<file path="src/rtl/dsm_dac_mc_if.sv">
// Sample-source handshake for dsm_dac_mc: one word carries a sample for every channel,
// with channel c in bits [c*WIDTH +: WIDTH].
`default_nettype none

interface dsm_dac_mc_if #(
    parameter int WIDTH    = 8,
    parameter int CHANNELS = 2
);
    logic                      in_valid;
    logic                      in_ready;
    logic [CHANNELS*WIDTH-1:0] in_data;

    modport master (
        output in_valid,
        output in_data,
        input  in_ready
    );

    modport slave (
        input  in_valid,
        input  in_data,
        output in_ready
    );
endinterface

`default_nettype wire

</file>
<file path="src/rtl/dsm_dac_mc.sv">
// Multi-channel delta-sigma DAC: one staging register and an OSR pacing counter shared by
// independent per-channel first/second-order modulators, each driving a 1-bit density output.
`default_nettype none

module dsm_dac_mc #(
    parameter int WIDTH    = 8,
    parameter int CHANNELS = 2,
    parameter int OSR      = 100
) (
    input  logic                clk,
    input  logic                rst_n,
    input  logic                en,
    input  logic                order2,
    dsm_dac_mc_if.slave         s_if,
    output logic [CHANNELS-1:0] dsm_out,
    output logic                sample_tick,
    output logic                underrun
);
    localparam int CNT_W = $clog2(OSR);
    localparam logic [CNT_W-1:0] CNT_LAST = CNT_W'(OSR - 1);

    localparam int I1_W  = WIDTH + 2;
    localparam int I2_W  = WIDTH + 4;
    localparam int SUM_W = WIDTH + 6;

    localparam logic signed [SUM_W-1:0] HALF   = SUM_W'(2 ** (WIDTH - 1));
    localparam logic signed [SUM_W-1:0] I1_MAX = SUM_W'(2 ** (I1_W - 1) - 1);
    localparam logic signed [SUM_W-1:0] I1_MIN = SUM_W'(-(2 ** (I1_W - 1)));
    localparam logic signed [SUM_W-1:0] I2_MAX = SUM_W'(2 ** (I2_W - 1) - 1);
    localparam logic signed [SUM_W-1:0] I2_MIN = SUM_W'(-(2 ** (I2_W - 1)));

    // Integrators clamp instead of wrapping so an overloaded loop recovers cleanly.
    function automatic logic signed [I1_W-1:0] sat_i1(input logic signed [SUM_W-1:0] v);
        logic signed [I1_W-1:0] r;
        if (v > I1_MAX)      r = I1_MAX[I1_W-1:0];
        else if (v < I1_MIN) r = I1_MIN[I1_W-1:0];
        else                 r = v[I1_W-1:0];
        return r;
    endfunction

    function automatic logic signed [I2_W-1:0] sat_i2(input logic signed [SUM_W-1:0] v);
        logic signed [I2_W-1:0] r;
        if (v > I2_MAX)      r = I2_MAX[I2_W-1:0];
        else if (v < I2_MIN) r = I2_MIN[I2_W-1:0];
        else                 r = v[I2_W-1:0];
        return r;
    endfunction

    logic [CNT_W-1:0]          cnt_q, cnt_d;
    logic                      stg_full_q, stg_full_d;
    logic [CHANNELS*WIDTH-1:0] stg_data_q, stg_data_d;
    logic                      ord_q, ord_d;
    logic                      sample_tick_q, sample_tick_d;
    logic                      underrun_q, underrun_d;

    logic tick;
    logic xfer;
    logic load_act;
    logic clr;

    // A transfer needs an empty stager, so it can never race with the tick that drains it.
    always_comb begin
        tick     = en && (cnt_q == CNT_LAST);
        xfer     = s_if.in_valid && !stg_full_q;
        load_act = tick && stg_full_q;
        clr      = tick && (order2 != ord_q);

        cnt_d = cnt_q;
        if (en) begin
            cnt_d = tick ? '0 : cnt_q + CNT_W'(1);
        end

        stg_full_d    = xfer || (stg_full_q && !load_act);
        stg_data_d    = xfer ? s_if.in_data : stg_data_q;
        ord_d         = tick ? order2 : ord_q;
        underrun_d    = underrun_q || (tick && !stg_full_q);
        sample_tick_d = tick;
    end

    always_ff @(posedge clk or negedge rst_n) begin
        if (!rst_n) begin
            cnt_q         <= '0;
            stg_full_q    <= 1'b0;
            stg_data_q    <= '0;
            ord_q         <= 1'b0;
            sample_tick_q <= 1'b0;
            underrun_q    <= 1'b0;
        end else begin
            cnt_q         <= cnt_d;
            stg_full_q    <= stg_full_d;
            stg_data_q    <= stg_data_d;
            ord_q         <= ord_d;
            sample_tick_q <= sample_tick_d;
            underrun_q    <= underrun_d;
        end
    end

    assign s_if.in_ready = !stg_full_q;
    assign sample_tick   = sample_tick_q;
    assign underrun      = underrun_q;

    for (genvar c = 0; c < CHANNELS; c++) begin : g_ch
        logic [WIDTH-1:0]        act_q, act_d;
        logic [WIDTH-1:0]        acc_q, acc_d;
        logic signed [I1_W-1:0]  i1_q, i1_d, i1_n;
        logic signed [I2_W-1:0]  i2_q, i2_d, i2_n;
        logic                    bit_q, bit_d;
        logic                    out_q, out_d;
        logic [WIDTH:0]          sum1;
        logic signed [SUM_W-1:0] xc;
        logic signed [SUM_W-1:0] fb;

        // bit_q keeps the loop's last decision through en=0 while the pin itself is forced low.
        always_comb begin
            act_d = load_act ? stg_data_q[c*WIDTH +: WIDTH] : act_q;

            sum1 = {1'b0, acc_q} + {1'b0, act_q};
            xc   = $signed(SUM_W'(act_q)) - HALF;
            fb   = bit_q ? HALF : -HALF;
            i1_n = sat_i1(SUM_W'(i1_q) + xc - fb);
            i2_n = sat_i2(SUM_W'(i2_q) + SUM_W'(i1_n) - fb);

            acc_d = acc_q;
            i1_d  = i1_q;
            i2_d  = i2_q;
            bit_d = bit_q;
            out_d = 1'b0;

            if (clr) begin
                acc_d = '0;
                i1_d  = '0;
                i2_d  = '0;
                bit_d = 1'b0;
            end else if (en) begin
                if (ord_q) begin
                    i1_d  = i1_n;
                    i2_d  = i2_n;
                    bit_d = !i2_n[I2_W-1];
                end else begin
                    acc_d = sum1[WIDTH-1:0];
                    bit_d = sum1[WIDTH];
                end
                out_d = bit_d;
            end
        end

        always_ff @(posedge clk or negedge rst_n) begin
            if (!rst_n) begin
                act_q <= '0;
                acc_q <= '0;
                i1_q  <= '0;
                i2_q  <= '0;
                bit_q <= 1'b0;
                out_q <= 1'b0;
            end else begin
                act_q <= act_d;
                acc_q <= acc_d;
                i1_q  <= i1_d;
                i2_q  <= i2_d;
                bit_q <= bit_d;
                out_q <= out_d;
            end
        end

        assign dsm_out[c] = out_q;
    end

endmodule

`default_nettype wire

</file>
<file path="src/flat_wrapper.sv">
// flat-port wrapper written by rule: the top's interface ports become plain ports
module dsm_dac_mc_flat 
#(
    parameter int WIDTH    = 8,
    parameter int CHANNELS = 2,
    parameter int OSR      = 100
)
  (clk, rst_n, en, order2, dsm_out, sample_tick, underrun, s_if_in_valid, s_if_in_data, s_if_in_ready);
  dsm_dac_mc_if #(.WIDTH(WIDTH), .CHANNELS(CHANNELS)) s_if_i ();
  input  logic clk;
  input  logic rst_n;
  input  logic en;
  input  logic order2;
  output logic [CHANNELS-1:0] dsm_out;
  output logic sample_tick;
  output logic underrun;
  input wire logic [$bits(s_if_i.in_valid)-1:0] s_if_in_valid;
  input wire logic [$bits(s_if_i.in_data)-1:0] s_if_in_data;
  output wire logic [$bits(s_if_i.in_ready)-1:0] s_if_in_ready;
  assign s_if_i.in_valid = s_if_in_valid;
  assign s_if_i.in_data = s_if_in_data;
  assign s_if_in_ready = s_if_i.in_ready;
  dsm_dac_mc #(.WIDTH(WIDTH), .CHANNELS(CHANNELS), .OSR(OSR)) u_core (.clk(clk), .rst_n(rst_n), .en(en), .order2(order2), .s_if(s_if_i), .dsm_out(dsm_out), .sample_tick(sample_tick), .underrun(underrun));
endmodule
</file>
<file path="config.mk">
export PLATFORM = sky130hd
export DESIGN_NAME = dsm_dac_mc_flat
export DESIGN_NICKNAME = d
export VERILOG_FILES = /design/src/rtl/dsm_dac_mc_if.sv /design/src/rtl/dsm_dac_mc.sv /design/src/flat_wrapper.sv
export SDC_FILE = /design/constraint.sdc
export NUM_CORES = 1
export LEC_CHECK = 0
export CAP_MARGIN = 20
export CORE_ASPECT_RATIO = 0.9
export CORE_UTILIZATION = 65
export DETAILED_ROUTE_END_ITERATION = 8
export PLACE_DENSITY_LB_ADDON = 0.08
export SYNTH_ARGS = -nofsm -noshare
export SYNTH_HDL_FRONTEND = slang
export SYNTH_SLANG_ARGS = --single-unit
</file>
<file path="constraint.sdc">
create_clock -name clk -period 17.55 [get_ports clk]
set_input_delay 5.265 -clock clk [delete_from_list [all_inputs] [get_ports clk]]
set_output_delay 5.265 -clock clk [all_outputs]
set_load 0.005 [all_outputs]
</file>
# Word level (Yosys, flattened, before mapping)

Cells that the tools add are included.

Mux-type cells: 39
Equality and inequality tests: 3
$add $sub $neg: 13
Magnitude comparators: 8
Reductions and logical operators: 16

Operator list:

| kind                 | number |
|---|---|
| $mux 12              | 10 |
| $mux 10              | 10 |
| $sub 14x14->14       | 4 |
| $mux 8               | 6 |
| $gt 14x10->1 const B | 2 |
| $gt 14x12->1 const B | 2 |
| $lt 14x10->1 const B | 2 |
| $lt 14x12->1 const B | 2 |
| $mux 14              | 2 |
| $add 12x10->13       | 2 |
| $add 10x9->11        | 2 |
| $add 8x8->9          | 2 |
| $sub 8x8->9 const B  | 2 |
| $mux 1               | 10 |
| $add 7x1->7 const B  | 1 |
| $eq 7x7->1 const B   | 1 |
| $mux 7               | 1 |
| $logic_and 1x1->1    | 6 |
| $logic_not 1->1      | 4 |
| $reduce_and 2->1     | 2 |
| $reduce_bool 2->1    | 2 |
| $logic_or 1x1->1     | 2 |
| $ne 2x2->1 const B   | 1 |
| $ne 1x1->1           | 1 |

Register bits: 107
Word-level logic and storage cells: 97
Output and inout port bits: 5

# Logic depth before layout (Yosys ltp)

Word-level depth: 15
Mapped depth: 36

# Worst setup path before layout

Ideal clock, no wire load.

Kind: register to register
Start: reg u_core.g_ch[0].i1_q[0]
End: reg u_core.g_ch[0].i2_q[10]
Slack: 10.083 ns
Clock period less this slack: 7.467 ns
Required time: 17.460 ns
Path buffers: 1
Arrival: 7.377 ns
Stages on the path, launching flop included: 34
Library setup time: 0.090 ns
Path through: dfrtp_1 ha_1 fa_1 a21o_1 a21oi_1 o21ai_0 a21oi_1 nor2b_1 nor2_1 xnor2_1 fa_1 nor4b_1 nor2b_1 a211oi_1 a211o_1 o211ai_2 nand2_1 o21ai_0 ha_1 and3_4 a221oi_2 a21oi_1 o21ai_0 a21boi_0 a311o_1 ha_1 and2_1 and2_4 or3b_1 mux2_4 a2111oi_4 nor3_1 buf_6 o2111ai_1

Longest elaborated chain between the ends: 13

RTL lines:

| item                     | RTL line          | source |
|---|---|---|
| start: declaration       | dsm_dac_mc.sv:105 | `logic signed [I1_W-1:0] i1_q, i1_d, i1_n;` |
| start signal: assignment | dsm_dac_mc.sv:158 | `i1_q <= i1_d;` |
| $add 10x9->11 *          | dsm_dac_mc.sv:120 | `i1_n = sat_i1(SUM_W'(i1_q) + xc - fb);` |
| $sub 14x14->14 *         | dsm_dac_mc.sv:120 |  |
| $lt 14x10->1             | dsm_dac_mc.sv:36  | `else if (v < I1_MIN) r = I1_MIN[I1_W-1:0];` |
| $mux 10                  | dsm_dac_mc.sv:36  |  |
| $mux 10 *                | dsm_dac_mc.sv:35  | `if (v > I1_MAX) r = I1_MAX[I1_W-1:0];` |
| $add 12x10->13 *         | dsm_dac_mc.sv:121 | `i2_n = sat_i2(SUM_W'(i2_q) + SUM_W'(i1_n) - fb);` |
| $sub 14x14->14 *         | dsm_dac_mc.sv:121 |  |
| $lt 14x12->1             | dsm_dac_mc.sv:44  | `else if (v < I2_MIN) r = I2_MIN[I2_W-1:0];` |
| $mux 12                  | dsm_dac_mc.sv:44  |  |
| $mux 12 *                | dsm_dac_mc.sv:43  | `if (v > I2_MAX) r = I2_MAX[I2_W-1:0];` |
| $mux 12 *                | dsm_dac_mc.sv:135 | `if (ord_q) begin` |
| $mux 12 *                | dsm_dac_mc.sv:134 | `end else if (en) begin` |
| $mux 12 *                | dsm_dac_mc.sv:129 | `if (clr) begin` |
| end signal: assignment   | dsm_dac_mc.sv:159 | `i2_q <= i2_d;` |
| end: declaration         | dsm_dac_mc.sv:106 | `logic signed [I2_W-1:0] i2_q, i2_d, i2_n;` |

Mark *: on every way between the ends. The rest lies on a longest branch, timed or not. The select of a mux whose other input is x is not followed.
A chain may end at the register's enable or synchronous reset.

# Worst setup path after layout

Start: reg u_core.g_ch[0].act_q[0]
End: reg u_core.g_ch[0].i2_q[3]

Longest elaborated chain between the ends: 14

RTL lines:

| item                     | RTL line          | source |
|---|---|---|
| start: declaration       | dsm_dac_mc.sv:103 | `logic [WIDTH-1:0] act_q, act_d;` |
| start signal: assignment | dsm_dac_mc.sv:156 | `act_q <= act_d;` |
| $sub 8x8->9 *            | dsm_dac_mc.sv:118 | `xc = $signed(SUM_W'(act_q)) - HALF;` |
| $add 10x9->11 *          | dsm_dac_mc.sv:120 |  |
| $sub 14x14->14 *         | dsm_dac_mc.sv:120 |  |
| $lt 14x10->1             | dsm_dac_mc.sv:36  |  |
| $mux 10                  | dsm_dac_mc.sv:36  |  |
| $mux 10 *                | dsm_dac_mc.sv:35  |  |
| $add 12x10->13 *         | dsm_dac_mc.sv:121 |  |
| $sub 14x14->14 *         | dsm_dac_mc.sv:121 |  |
| $lt 14x12->1             | dsm_dac_mc.sv:44  |  |
| $mux 12                  | dsm_dac_mc.sv:44  |  |
| $mux 12 *                | dsm_dac_mc.sv:43  |  |
| $mux 12 *                | dsm_dac_mc.sv:135 |  |
| $mux 12 *                | dsm_dac_mc.sv:134 |  |
| $mux 12 *                | dsm_dac_mc.sv:129 |  |

Marks and branches as above.

==> results.txt <==
----------------------------------------------------
[Timing]
  Final period util ... 51.3%
  Max Transition Viols Final ... 0
  Final setup viols ... 0
  Highest clock rate ... 0.111 GHz
  Actual slew at the worst max-slew pin ... 1.08 ns
  Final-layout worst hold slack ... 0.458 ns
  Setup repair after global routing missed its margin ... false
  Headroom to the max-slew limit ... 27.8%
  Post-route setup TNS ... 0 ns
  Crit path time final ... 9.00 ns
  Final hold violation count ... 0
  Final clock skew ... 0.0108 ns

[Setup path]
  CP arrival ... 9.21 ns
  Kind of end point of the critical path ... register
  Max incr delay on CP ... 0.74 ns
  Worst EP required ... 17.76 ns
  Critical-path top delay cell ... sky130_fd_sc_hd__nor4b_1
  Critical Path Start Type ... register
  Critical path type ... reg -> reg
  Critical path fanouts, max ... 10

[Job]
  # Max-Cap Violations ... 0

[Finish]
  Antenna Diode Count ... 0
  # nets final ... 998
  Most common library cell in the layout ignoring fill and taps ... sky130_fd_sc_hd__dfrtp_1
  Share of layout cells above drive strength 1 ... between 7 and 8%
  Most frequent cells in the layout ... sky130_fd_sc_hd__dfrtp_1, sky130_fd_sc_hd__nand2_1, sky130_fd_sc_hd__ha_1, sky130_fd_sc_hd__a21oi_1, sky130_fd_sc_hd__inv_1
  Relative area change from synthesis to final layout ... 8.39%

[Routing]
  1st-iter DRT viols ... 516
  Via count ... about 6.8k
  Via count normalized by instance count ... around 6.5
  Residual DRC ... 0
  Average wire length per cell after detail routing ... 18.1 microns
  Wire length after detailed routing ... 19.1 mm
  Detailed-router iteration count before antenna repair ... 5
  Number of antenna-violating nets in the routed design ... 0

[Clock tree]
  Post-CTS repair timing setup buffer count ... 0
  Clock tree from TritonCTS ... built
  Register clock-pin slew on the reported worst setup and hold paths ... 0.08 ns
  Clock sink count ... 107
  CTS H-tree depth ... 3
  CTS hold repair buffers ... 0
  Insertion delay to the later sink of the worst-skew pair ... 0.35 ns
  Resized cells post-CTS ... 0
  Clk root buf ... sky130_fd_sc_hd__clkbuf_16
  Clk buf depth ... 2
  Number of buffers added by the clock tree synthesis step ... 9

[Die]
  Ports placed on the boundary ... 26
  Core Rows ... 38
  Overall die width ... 120 microns
  Area of the core ... between 10000 and 15000 sq um
  Floorplan die area ... 12900 sq um
  Die height ... between 100 and 150 microns
  Starting Density ... 66.9%

[Synth]
  Share of synthesized flip-flops with an asynchronous set or reset ... 100%
  Sequential cell area fraction in the yosys report ... about a third
  Number of library cell types mapped by synthesis ... 70
  Most instantiated flip-flop cell in the synthesis netlist ... sky130_fd_sc_hd__dfrtp_1
  Number of nets produced by synthesis ... 982
  Post-synthesis register bit count ... 107
  Cell type with the largest total area after synthesis ... sky130_fd_sc_hd__dfrtp_1
  Area of the mapped netlist ... approximately 8000 sq um
  Total of warnings raised by yosys ... 0
  Cell count after synthesis ... just under 900
  Avg Inst Size Synth ... 9.25 sq um
  Cells taking the most area after synthesis ... sky130_fd_sc_hd__dfrtp_1, sky130_fd_sc_hd__ha_1, sky130_fd_sc_hd__mux2_2, sky130_fd_sc_hd__nand2_1, sky130_fd_sc_hd__a21oi_1
  Top cell type's share of synthesized area ... 33.1%
  Number of enable flip-flop cells after synthesis ... 0

[Power]
  Cell internal power dissipation ... 408 uW
  Pwr dens ... 63.6 nW/um^2
  Leakage Power ... 0.00425 uW
  Switching share of power ... 26.8%
  Share of total power in sequential cells ... around half
  Net Switching ... 149 uW
  VDD IR max ... slightly below 0.00007 V
  Power share of the combinational group ... 12.5%
  Part of the power in the clock network ... 37.8%

[GRT]
  Total overflow reported by the global router ... 0
  Pin count of the biggest net entering global routing ... slightly below 80
  Global routing usage summed across all routing layers ... 30.8%
  Global-route wire length before repair ... 31.8 mm
  Via count of the first global-routing pass ... around 6.6k
  Antenna violations before repair ... 0

[Placement]
  HPWL Detailed ... ~14 mm
  RePlAce Congestion ... 0.922
  Input/output buffers ... 25

[Hold path]
  Worst min path class ... reg -> reg

[Outcome]
  Outcome ... complete, no violations

----------------------------------------------------
==> stage by stage <==
step / setup WS [ns] / utilization (%) / total power (uW) / area [sq um] / cells
2_1_floorplan: 10.08 / - / 326 / 8080 / 874
6_report: 8.55 / 72.6 / 557 / 8760 / 1055
3_3_place_gp: 8.62 / 69.9 / 344 / 8450 / 1038
3_5_place_dp: 8.42 / 69.9 / 350 / 8450 / 1038
5_1_grt: 7.84 / 72.6 / 579 / 8760 / 1055
4_1_cts: 8.73 / 72.5 / 560 / 8750 / 1054
==> state kept, by name, indices dropped and copies added, names as in the netlist <==
signal and cells:
u_core.g_ch.bit_q 2, u_core.g_ch.out_q 2, u_core.underrun 1, u_core.g_ch.i2_q 24, u_core.ord_q 1, u_core.cnt_q 7
u_core.g_ch.act_q 16, u_core.g_ch.i1_q 20, u_core.stg_data_q 16, u_core.g_ch.acc_q 16, u_core.sample_tick 1, u_core.stg_full_q 1
==> kinds of logic (layout without fill, tap and decap cells) <==
kind of cell    after synthesis  count (layout)  share of synthesized area [%]
flops                       107             107                           33.1
fa+ha+maj                    87              87                           14.4
simple gates                252             252                           15.5
compound gates              261             261                           22.3
xor+xnor                     47              47                           5.09
mux                          42              42                           5.77
buf+inv                      78              99                           3.88
==> critical path: cells and delay by family, from the launching register on <==
family | cells | cell delay, ns
AND/OR/NAND/NOR | 8 | 2.15
AO/OA/AOI/OAI | 17 | 4.05
XOR/XNOR | 1 | 0.14
buffers and inverters | 1 | 0.25
adder cells (fa/ha/maj) | 5 | 1.85
flip-flops | 1 | 0.41
==> synthesized netlist by cell type, drive strengths merged (17+ instances only) <==
library cell,count
xnor2,28
mux2,34
clkbuf,17
o21ai,60
a21o,21
o2111ai,22
inv,53
nor2,40
nand2,89
nor3,22
xor2,19
ha,77
nor2b,20
nand3,22
a21oi,54
dfrtp,107
==> per-layer routing <==
metal	part of all wire [%]	vias up	global-route usage (%)
li1	-	3265	-
met1	45	3345	40.7
met2	50	207	53.1
met3	4.6	22	4.13
met4	1.2	0	8.48
met5	0	-	0
==> path summary, 6_finish.rpt <==
| path | slack (ns) | start | cells past startpoint | to |
|---|---|---|---|---|
| max in group asynchronous | 11.38 | rst_n | 2 | u_core.g_ch[1].i2_q[1] |
| min in group asynchronous | 4.86 | rst_n | 1 | u_core.g_ch[0].act_q[3] |
| min reg2reg | 0.46 | u_core.underrun | 1 | u_core.underrun |
| max reg2reg | 8.55 | u_core.g_ch[0].act_q[0] | 32 | u_core.g_ch[0].i2_q[3] |
| max | 8.55 | u_core.g_ch[0].act_q[0] | 32 | u_core.g_ch[0].i2_q[3] |
| min | 0.46 | u_core.underrun | 1 | u_core.underrun |
==> layout make-up <==
| cell class | count | area, sq um |
|---|---|---|
| multi-input combinational | 689 | 5090 |
| fill | 906 | 3310 |
| sequential | 107 | 2680 |
| timing repair buffer | 30 | 285 |
| clock buffer | 9 | 225 |
| tap | 160 | 200 |
| inverter | 53 | 199 |
| clock inverter | 7 | 82.6 |
==> power by group through the flow <==
stage	Combinational (uW)	Sequential [uW]	Clock, uW
detailed placement	69.4	281	0
global route	78.9	279	221
CTS	69.8	276	214
finish	69.8	277	211
global placement	64.8	279	0
floorplan	48.4	277	0
(Power assumes the default switching activity.)
